[config.mk]
export PLATFORM = sky130hd
export DESIGN_NAME = eqa_coeff_loader
export DESIGN_NICKNAME = d
export VERILOG_FILES = /design/src/rtl/eqa_coeff_loader_pkg.sv /design/src/rtl/eqa_coeff_loader.sv
export SDC_FILE = /design/constraint.sdc
export NUM_CORES = 1
export LEC_CHECK = 0
export ABC_AREA = 1
export CAP_MARGIN = 30
export CORE_MARGIN = 1.5
export CORE_UTILIZATION = 44
export DETAILED_ROUTE_END_ITERATION = 6
export PLACE_DENSITY = 0.92
export SLEW_MARGIN = 20
export SYNTH_ARGS = -nofsm -noshare
export SYNTH_HDL_FRONTEND = slang
export SYNTH_SLANG_ARGS = --single-unit
[constraint.sdc]
create_clock -name clk -period 3.1 [get_ports clk]
set_clock_uncertainty 0.15 [all_clocks]
set_input_delay 0.62 -clock clk [delete_from_list [all_inputs] [get_ports clk]]
set_output_delay 0.62 -clock clk [all_outputs]
set_load 0.02 [all_outputs]
[src/rtl/eqa_coeff_loader_pkg.sv]
// Shared equalizer definitions: coefficient geometry, loader state encoding
// and the preset-memory address packing used by the coefficient loader.
package eqa_coeff_loader_pkg;

  localparam int COEFFICIENT_DATA_WIDTH = 18;
  localparam int NUM_BANDS              = 5;
  localparam int COEFF_PAIRS            = 3;
  localparam int PRESET_W               = 3;
  localparam int BAND_W                 = 3;
  localparam int PAIR_W                 = 2;
  localparam int ADDR_W                 = BAND_W + PRESET_W + PAIR_W;

  typedef enum logic [2:0] {
    ST_IDLE      = 3'd0,
    ST_CHECK     = 3'd1,
    ST_WAIT_IDLE = 3'd2,
    ST_READ      = 3'd3,
    ST_WRITE     = 3'd4,
    ST_SET       = 3'd5,
    ST_DONE      = 3'd6
  } loader_state_t;

  // Preset memory layout: one contiguous block of pairs per {band, preset}.
  function automatic logic [ADDR_W-1:0] pack_addr(
    input logic [BAND_W-1:0]   band,
    input logic [PRESET_W-1:0] preset,
    input logic [PAIR_W-1:0]   pair_idx
  );
    return {band, preset, pair_idx};
  endfunction

endpackage

[src/rtl/eqa_coeff_loader.sv]
// Coefficient loader: fetches a band's a/b pairs from the preset memory,
// writes them to the addressed band filter and then commits the set.
module eqa_coeff_loader
  import eqa_coeff_loader_pkg::*;
(
  input  logic                                     clk,
  input  logic                                     reset,
  input  logic                                     upd_req,
  input  logic [BAND_W-1:0]                        upd_band,
  input  logic [PRESET_W-1:0]                      upd_preset,
  output logic                                     upd_ack,
  output logic                                     busy,
  output logic                                     done,
  output logic                                     err,
  input  logic                                     eq_idle,
  output logic                                     mem_rd,
  output logic [ADDR_W-1:0]                        mem_addr,
  input  logic signed [COEFFICIENT_DATA_WIDTH-1:0] mem_a,
  input  logic signed [COEFFICIENT_DATA_WIDTH-1:0] mem_b,
  output logic signed [COEFFICIENT_DATA_WIDTH-1:0] coeff_a,
  output logic signed [COEFFICIENT_DATA_WIDTH-1:0] coeff_b,
  output logic [NUM_BANDS-1:0]                     coeff_we,
  output logic [NUM_BANDS-1:0]                     coeff_set
);

  loader_state_t                            state;
  logic [BAND_W-1:0]                        band;
  logic [PRESET_W-1:0]                      preset;
  logic [PAIR_W-1:0]                        pair_idx;
  logic signed [COEFFICIENT_DATA_WIDTH-1:0] hold_a;
  logic signed [COEFFICIENT_DATA_WIDTH-1:0] hold_b;
  logic                                     band_bad;
  logic [NUM_BANDS-1:0]                     band_onehot;
  logic                                     writing;

  assign band_bad    = (band >= BAND_W'(NUM_BANDS));
  assign band_onehot = band_bad ? '0 : (NUM_BANDS'(1) << band);
  assign writing     = |coeff_we;

  // Memory data arrives in the same cycle as the write strobe, so the bus
  // forwards it live during the strobe and the hold register keeps it after.
  assign coeff_a = writing ? mem_a : hold_a;
  assign coeff_b = writing ? mem_b : hold_b;

  // Load sequencer; every strobe is a registered one-cycle pulse.
  always_ff @(posedge clk or posedge reset) begin
    if (reset) begin
      state     <= ST_IDLE;
      band      <= '0;
      preset    <= '0;
      pair_idx  <= '0;
      upd_ack   <= 1'b0;
      busy      <= 1'b0;
      done      <= 1'b0;
      err       <= 1'b0;
      mem_rd    <= 1'b0;
      mem_addr  <= '0;
      coeff_we  <= '0;
      coeff_set <= '0;
    end else begin
      upd_ack   <= 1'b0;
      done      <= 1'b0;
      err       <= 1'b0;
      mem_rd    <= 1'b0;
      coeff_we  <= '0;
      coeff_set <= '0;
      case (state)
        ST_IDLE: begin
          // busy is still high during the done/err cycle; a held request
          // waits one more cycle so acceptance follows the busy fall.
          busy <= 1'b0;
          if (upd_req && !busy) begin
            band     <= upd_band;
            preset   <= upd_preset;
            pair_idx <= '0;
            upd_ack  <= 1'b1;
            state    <= ST_CHECK;
          end
        end
        ST_CHECK: begin
          busy <= 1'b1;
          if (band_bad) begin
            err   <= 1'b1;
            state <= ST_IDLE;
          end else begin
            state <= ST_WAIT_IDLE;
          end
        end
        ST_WAIT_IDLE: begin
          // Only gate on the equalizer once, before the first pair.
          if (eq_idle) state <= ST_READ;
        end
        ST_READ: begin
          mem_rd   <= 1'b1;
          mem_addr <= pack_addr(band, preset, pair_idx);
          state    <= ST_WRITE;
        end
        ST_WRITE: begin
          coeff_we <= band_onehot;
          if (pair_idx == PAIR_W'(COEFF_PAIRS - 1)) begin
            state <= ST_SET;
          end else begin
            pair_idx <= pair_idx + PAIR_W'(1);
            state    <= ST_READ;
          end
        end
        ST_SET: begin
          coeff_set <= band_onehot;
          state     <= ST_DONE;
        end
        ST_DONE: begin
          done  <= 1'b1;
          state <= ST_IDLE;
        end
        default: state <= ST_IDLE;
      endcase
    end
  end

  // Keep the last written pair on the shared bus between loads.
  always_ff @(posedge clk or posedge reset) begin
    if (reset) begin
      hold_a <= '0;
      hold_b <= '0;
    end else if (writing) begin
      hold_a <= mem_a;
      hold_b <= mem_b;
    end
  end

endmodule

==> results by group, run 1 <==
Clock tree
  • Clock-pin slew of the registers on the worst-case setup and hold paths: 0.07 ns
  • # hold bufs at CTS: 0
  • CTS buffer count: 9
  • CTS H-tree depth: 3
  • Max Root-Sink Buffers: 2
  • CTS Sinks: 70
  • CTS tree: built
  • Resized cells post-CTS: 0
  • Worst-Skew Late Latency: approximately 0.33 ns
  • Root buffer cell: clkbuf_8
  • Setup bufs post-CTS: 0

Global routing
  • Initial antenna violation count: 0
  • GRT Total Usage: 0.188
  • Global-route wire length before repair: roughly 9.3 mm
  • Largest net degree at the start of global routing: 59
  • Overflow after GRT: 0
  • Vias in the first global route: ~2200

Placed design
  • GP Congestion: 0.842
  • DPL Wire Length: roughly 4.5 mm
  • Number of port buffers: around 100

Yosys
  • Mean Syn Cell Area: ~9.5 sq um
  • Top post-synthesis cells by count: 78 x nand2_1, 70 x dfrtp_1, 47 x inv_1
  • Post-Synth Adder-Cell Area: 0.00454
  • Synth area leader: dfrtp_1
  • Synthesized Nets: between 300 and 400
  • Mux share of post-synthesis cell area: 0
  • Post-synth EDFFs: 0
  • Post-Synth XOR/XNOR Area: 0
  • Share of the synthesized area in the top cell type: 0.636
  • Sequential fraction of the synthesis area: 0.636
  • Count of cell types in the netlist: 21
  • YS warnings: 0
  • Synth Area in Compound Gates: 0.0900
  • Gate count of the mapped netlist: 291
  • Post-synthesis simple-gate area fraction: 0.182
  • Top-count cell post-synth: nand2_1
  • Leading post-synthesis cells by cell area: dfrtp_1 64%, nand2_1 11%, o21ai_1 6.5%, inv_1 6.4%, nor2_1 2.6%
  • Main combinational cell family by area after synthesis: simple AND/OR/NAND/NOR gates
  • Post-synth top flop: dfrtp_1
  • Cell area after synthesis: 2750 sq um
  • Post-synthesis async set-or-reset flop share: 1.00
  • Register bit total from synthesis: 70

Detailed routing
  • DRC Markers: 0
  • Iteration-0 DRC Markers: 38
  • Antenna Violating Nets Remaining: 0
  • Wire length per cell: about 13 um
  • Routed via count: ~2200
  • DRT Pass-1 Iters: 4
  • Routed WL: 6.05 mm
  • Via density: approximately 4.6

Timing
  • Max-slew violations: 0
  • RSZ-0062 raised after global routing: no
  • Final Hold Vio Count: 0
  • Final Setup Violations: 0
  • Fin Hold WS: roughly 0.34 ns
  • Max Fclk: approximately 0.35 GHz
  • Final Cycle Share: 0.921
  • Final worst path period need: approximately 2.9 ns
  • Slew headroom: 0.597
  • Slew @ Worst Pin: 0.603 ns
  • Setup TNS: 0 ns

Critical path
  • Critical path required time: around 2.3 ns
  • Internal reg-to-reg setup slack: approximately 1.7 ns
  • Endpoint class of the critical path: output port
  • Crit Path Category: reg -> out
  • Worst Path Arrival: ~2.1 ns
  • Startpoint Class: register
  • Maximum net fanout on the critical path: just under 60

Floorplanning
  • Num rows: 28
  • Die width: 82.1 um
  • Core area: 5990 sq um
  • Die height: about 82 um
  • Total I/O pin count: 105
  • DIE AREA: between 6000 and 7000 sq um
  • Initial Util: 0.460

Pwr
  • Peak VDD IR: between 0.0005 and 0.0006 V
  • Leak Pwr: roughly 1.9 nW
  • Power per standard cell area: 1090 nW/um^2

Outcome
  • Status: completed

Run
  • Max cap viols: 0

Final layout
  • Area growth syn-to-layout: 48.3%
  • Layout cells sized above 1: 0.0815
  • # nets final: 447
  • # diodes: 0

Worst hold path
  • Min-delay worst type: reg -> reg
==> report_power, final <==
part | total [mW] | leakage, nW | internal [mW] | switching [mW]
sequential | 1.45 | 0.888 | 1.28 | 0.176
clock | 0.735 | 0.106 | 0.412 | 0.323
combinational | 2.27 | 0.919 | 1.00 | 1.27
total | 4.46 | 1.91 | 2.69 | 1.77
==> through the flow <==
stage                     std cells  utilization  power (mW)  cell area (sq um)  setup slack (ns)
after global placement          464        0.648        3.67               3880             0.449
final                           480        0.682        4.46               4090             0.244
after detailed placement        464        0.648        3.75               3880             0.427
after CTS                       480        0.682        4.50               4090             0.217
after global routing            480        0.682        4.74               4090             0.114
after floorplan                 291            -        2.71               2750             0.562
==> cell families after synthesis <==
| family | Yosys count |
|---|---|
| and+or+nand+nor | 116 |
| buffers and inverters | 58 |
| adders and majority gates | 1 |
| AOI/OAI and AO/OA | 46 |
| DFF | 70 |
==> registers in the layout (all words and copies together), names as in the netlist <==
name       count
hold_a        18
hold_b        18
mem_addr       8
coeff_set      5
coeff_we       5
band           3
preset         3
state          3
pair_idx       2
busy           1
done           1
err            1
mem_rd         1
upd_ack        1
==> area by class of cell <==
class / count / area [sq um]
clock buffer: 12 / 155
sequential: 70 / 1750
timing repair buffer: 107 / 1090
clock inverter: 4 / 45.0
fill: 447 / 1910
tap: 75 / 93.8
multi-input combinational: 163 / 762
inverter: 49 / 189
==> worst max-delay path, cell delays in order (launching register included) <==
cell and delay [ns]:
dfrtp_1 0.38, nor2_1 0.14, nand3b_2 0.13, buf_12 0.21, o21ai_1 0.24, clkdlybuf4s50_1 0.65
==> metal layers <==
layer | global-route usage | vias to the layer above | wire [um] | share of wire
met5 | 0 | - | 0 | 0
met2 | 0.356 | 66 | 3270 | 0.54
li1 | - | 1114 | - | -
met3 | 0.0363 | 6 | 330 | 0.055
met1 | 0.205 | 1032 | 2390 | 0.40
met4 | 0.0746 | 0 | 59 | 0.0098
==> layout by cell type (no fill, tap or decap) <==
| cell type | Yosys | layout |
|---|---|---|
| clkdlybuf4s50_1 | 0 | 104 |
| nand2_1 | 78 | 78 |
| dfrtp_1 | 70 | 70 |
| inv_1 | 47 | 46 |
| o21ai_1 | 36 | 36 |
| nor2_1 | 19 | 19 |
| clkbuf_8 | 0 | 11 |
| nand3_1 | 10 | 10 |
| o21ai_0 | 5 | 5 |
| o21ai_2 | 4 | 4 |
| nand2_2 | 3 | 3 |
| clkinv_2 | 0 | 3 |
| nand3_4 | 2 | 2 |
| inv_2 | 1 | 2 |
| buf_12 | 0 | 2 |
| nor2_4 | 1 | 1 |
| nor2_2 | 1 | 1 |
| inv_6 | 1 | 1 |
| nand3b_2 | 1 | 1 |
| nor3_1 | 1 | 1 |
| o211ai_1 | 1 | 1 |
| ha_1 | 1 | 1 |
| clkbuf_1 | 0 | 1 |
| bufinv_16 | 0 | 1 |
| buf_4 | 0 | 1 |
==> path summary, 6_finish.rpt <==
| kind | start | endpoint | cells past startpoint |
|---|---|---|---|
| max in group asynchronous | reset | mem_addr[0] | 3 |
| hold / removal | preset[2] | preset[2] | 2 |
| hold reg to reg | preset[2] | preset[2] | 2 |
| setup / recovery | coeff_we[1] | coeff_b[11] | 5 |
| min in group asynchronous | reset | hold_a[11] | 2 |
| setup reg to reg | pair_idx[0] | pair_idx[0] | 6 |
(Power assumes the default switching activity.)
==> inputs of run 2 (changes only) <==
--- a/config.mk
+++ b/config.mk
@@ -7,7 +7,7 @@
 export LEC_CHECK = 0
 export ABC_AREA = 1
 export CAP_MARGIN = 30
-export CORE_MARGIN = 1.5
+export CORE_MARGIN = 2
 export CORE_UTILIZATION = 44
 export DETAILED_ROUTE_END_ITERATION = 6
 export PLACE_DENSITY = 0.92
@@ -15,3 +15,4 @@
 export SYNTH_ARGS = -nofsm -noshare
 export SYNTH_HDL_FRONTEND = slang
 export SYNTH_SLANG_ARGS = --single-unit
+export TNS_END_PERCENT = 100
==> run 2 against run 1 <==
Clock power grew 9.3%. Cell area rose by 0.37%. Sequential cell count stayed put.
==> results by group, run 2 (synthesized netlist as in run 1, its figures left out) <==
Global routing
  • Vias in the first global route: 2250 (+3.0%)
  • Largest net degree at the start of global routing: 51 (-14%)
  • Overflow after GRT: 0 (unchanged)
  • Initial antenna violation count: 0 (unchanged)
  • GRT Total Usage: 0.185 (-0.00293)
  • Global-route wire length before repair: 10.2 mm (+9.2%)

Timing
  • Final worst path period need: 2.85 ns (-0.00708 ns)
  • Final worst slack: 0.252 ns (+0.00708 ns)
  • Slew headroom: 0.566 (-0.0315)
  • Final Setup Violations: 0 (unchanged)
  • Final Cycle Share: 0.919 (-0.00228)
  • RSZ-0062 raised after global routing: no
  • Setup TNS: 0 ns (unchanged)
  • Max-slew violations: 0 (unchanged)
  • Slew @ Worst Pin: 0.650 ns (+0.0472 ns)
  • Max Fclk: 0.351 GHz (+0.25%)
  • Fin Hold WS: 0.327 ns (-0.0125 ns)
  • Final Hold Vio Count: 0 (unchanged)

Clock tree
  • # hold bufs at CTS: 0 (unchanged)
  • Root buffer cell: clkbuf_8
  • Clock-pin slew of the registers on the worst-case setup and hold paths: 0.07 ns (about the same)
  • CTS tree: built
  • CTS buffer count: 9 (unchanged)
  • Resized cells post-CTS: 0 (unchanged)
  • CTS Sinks: 70 (unchanged)
  • Worst-Skew Late Latency: 0.34 ns (about the same)
  • Setup bufs post-CTS: 0 (unchanged)
  • Max Root-Sink Buffers: 2 (unchanged)
  • CTS H-tree depth: 3 (unchanged)

Floorplanning
  • Die height: 83.1 um (+1.2%)
  • Initial Util: 0.460 (unchanged)
  • DIE AREA: 6910 sq um (+2.5%)
  • Num rows: 28 (unchanged)
  • Core area: 5990 sq um (unchanged)
  • Total I/O pin count: 105 (unchanged)
  • Die width: 83.1 um (+1.2%)

Critical path
  • Crit Path Category: reg -> out
  • Worst Path Arrival: 2.08 ns (about the same)
  • Start point of the critical path: coeff_we[1]
  • Maximum net fanout on the critical path: 50 (-14%)
  • Critical path required time: 2.33 ns (about the same)
  • Worst r2r src: state[2]
  • Startpoint Class: register
  • Endpoint class of the critical path: output port

Detailed routing
  • Iteration-0 DRC Markers: 97 (+160%)
  • Via density: 4.55 (-1.6%)
  • DRC Markers: 0 (unchanged)
  • Antenna Violating Nets Remaining: 0 (unchanged)
  • DRT Pass-1 Iters: 4 (unchanged)
  • Routed WL: 5.88 mm (-2.8%)
  • Routed via count: 2183 (-1.6%)
  • Wire length per cell: 12.2 um (-2.8%)

Final layout
  • Most frequent cells in the layout: 104 x clkdlybuf4s50_1, 78 x nand2_1, 70 x dfrtp_1
  • # diodes: 0 (unchanged)
  • # nets final: 447 (unchanged)
  • Layout cells sized above 1: 0.0815 (unchanged)
  • Util after Layout: 0.684 (+0.00251)
  • Layout Cell Area excl Fill: 4100 sq um (+0.37%)
  • Commonest non-fill, non-tap cell in the layout: clkdlybuf4s50_1
  • Area growth syn-to-layout: 48.9%
  • Top flop regs: hold_a (18), hold_b (18), mem_addr (8)

Placed design
  • Cell Area, Placed: 3870 sq um (-0.32%)
  • Place WS: 0.384 ns (-0.0430 ns)
  • Number of port buffers: 104 (unchanged)
  • GP Congestion: 0.799 (-5.1%)
  • DPL Wire Length: 4.50 mm (-0.80%)

Pwr
  • Power per standard cell area: 1100 nW/um^2 (+0.80%)
  • Peak VDD IR: 0.000661 V (+12%)
  • Leak Pwr: 1.92 nW (+0.27%)

Worst hold path
  • Min-delay worst type: reg -> reg
  • Hold_sp: preset[2]

Outcome
  • Status: completed

Run
  • Max cap viols: 0 (unchanged)
==> run 2: path summary, 6_finish.rpt <==
path / to / slack, ns / cells after the start
max in group asynchronous: upd_ack / 1.63 / 3
setup reg to reg: mem_addr[3] / 1.75 / 5
hold reg to reg: mem_addr[4] / 0.33 / 2
setup / recovery: coeff_b[0] / 0.25 / 5
hold / removal: mem_addr[4] / 0.33 / 2
min in group asynchronous: hold_a[7] / 0.54 / 2
==> run 2: final cells by class <==
type | instances | area, sq um
Fill cell | 458 | 1890
Multi-Input combinational cell | 163 | 762
Timing Repair Buffer | 107 | 1080
Clock inverter | 5 | 82.6
Tap cell | 75 | 93.8
Clock buffer | 11 | 141
Sequential cell | 70 | 1750
Inverter | 49 | 189
==> run 2: power breakdown <==
group / internal, mW / leakage (nW) / switching (mW)
Sequential: 1.28 / 0.888 / 0.173
Clock: 0.476 / 0.113 / 0.327
Combinational: 0.992 / 0.916 / 1.26
==> run 2: per-stage QoR <==
stage,instances,power (mW)
after floorplan,291,2.71
after global placement,464,3.66
after global routing,480,4.80
after CTS,480,4.56
after detailed placement,464,3.74
final,480,4.51
==> run 2: worst max-delay path, stage by stage (launching register included) <==
cell and delay [ns]:
dfrtp_1 0.39, nor2_1 0.15, nand3b_2 0.11, buf_6 0.22
o21ai_1 0.22, clkdlybuf4s50_1 0.65
==> run 2: per-layer routing <==
layer,share of wire,vias up,GRT usage
li1,-,1108,-
met1,0.42,996,0.215
met2,0.50,68,0.312
met3,0.062,11,0.0616
met4,0.022,0,0.0805
met5,0,-,0
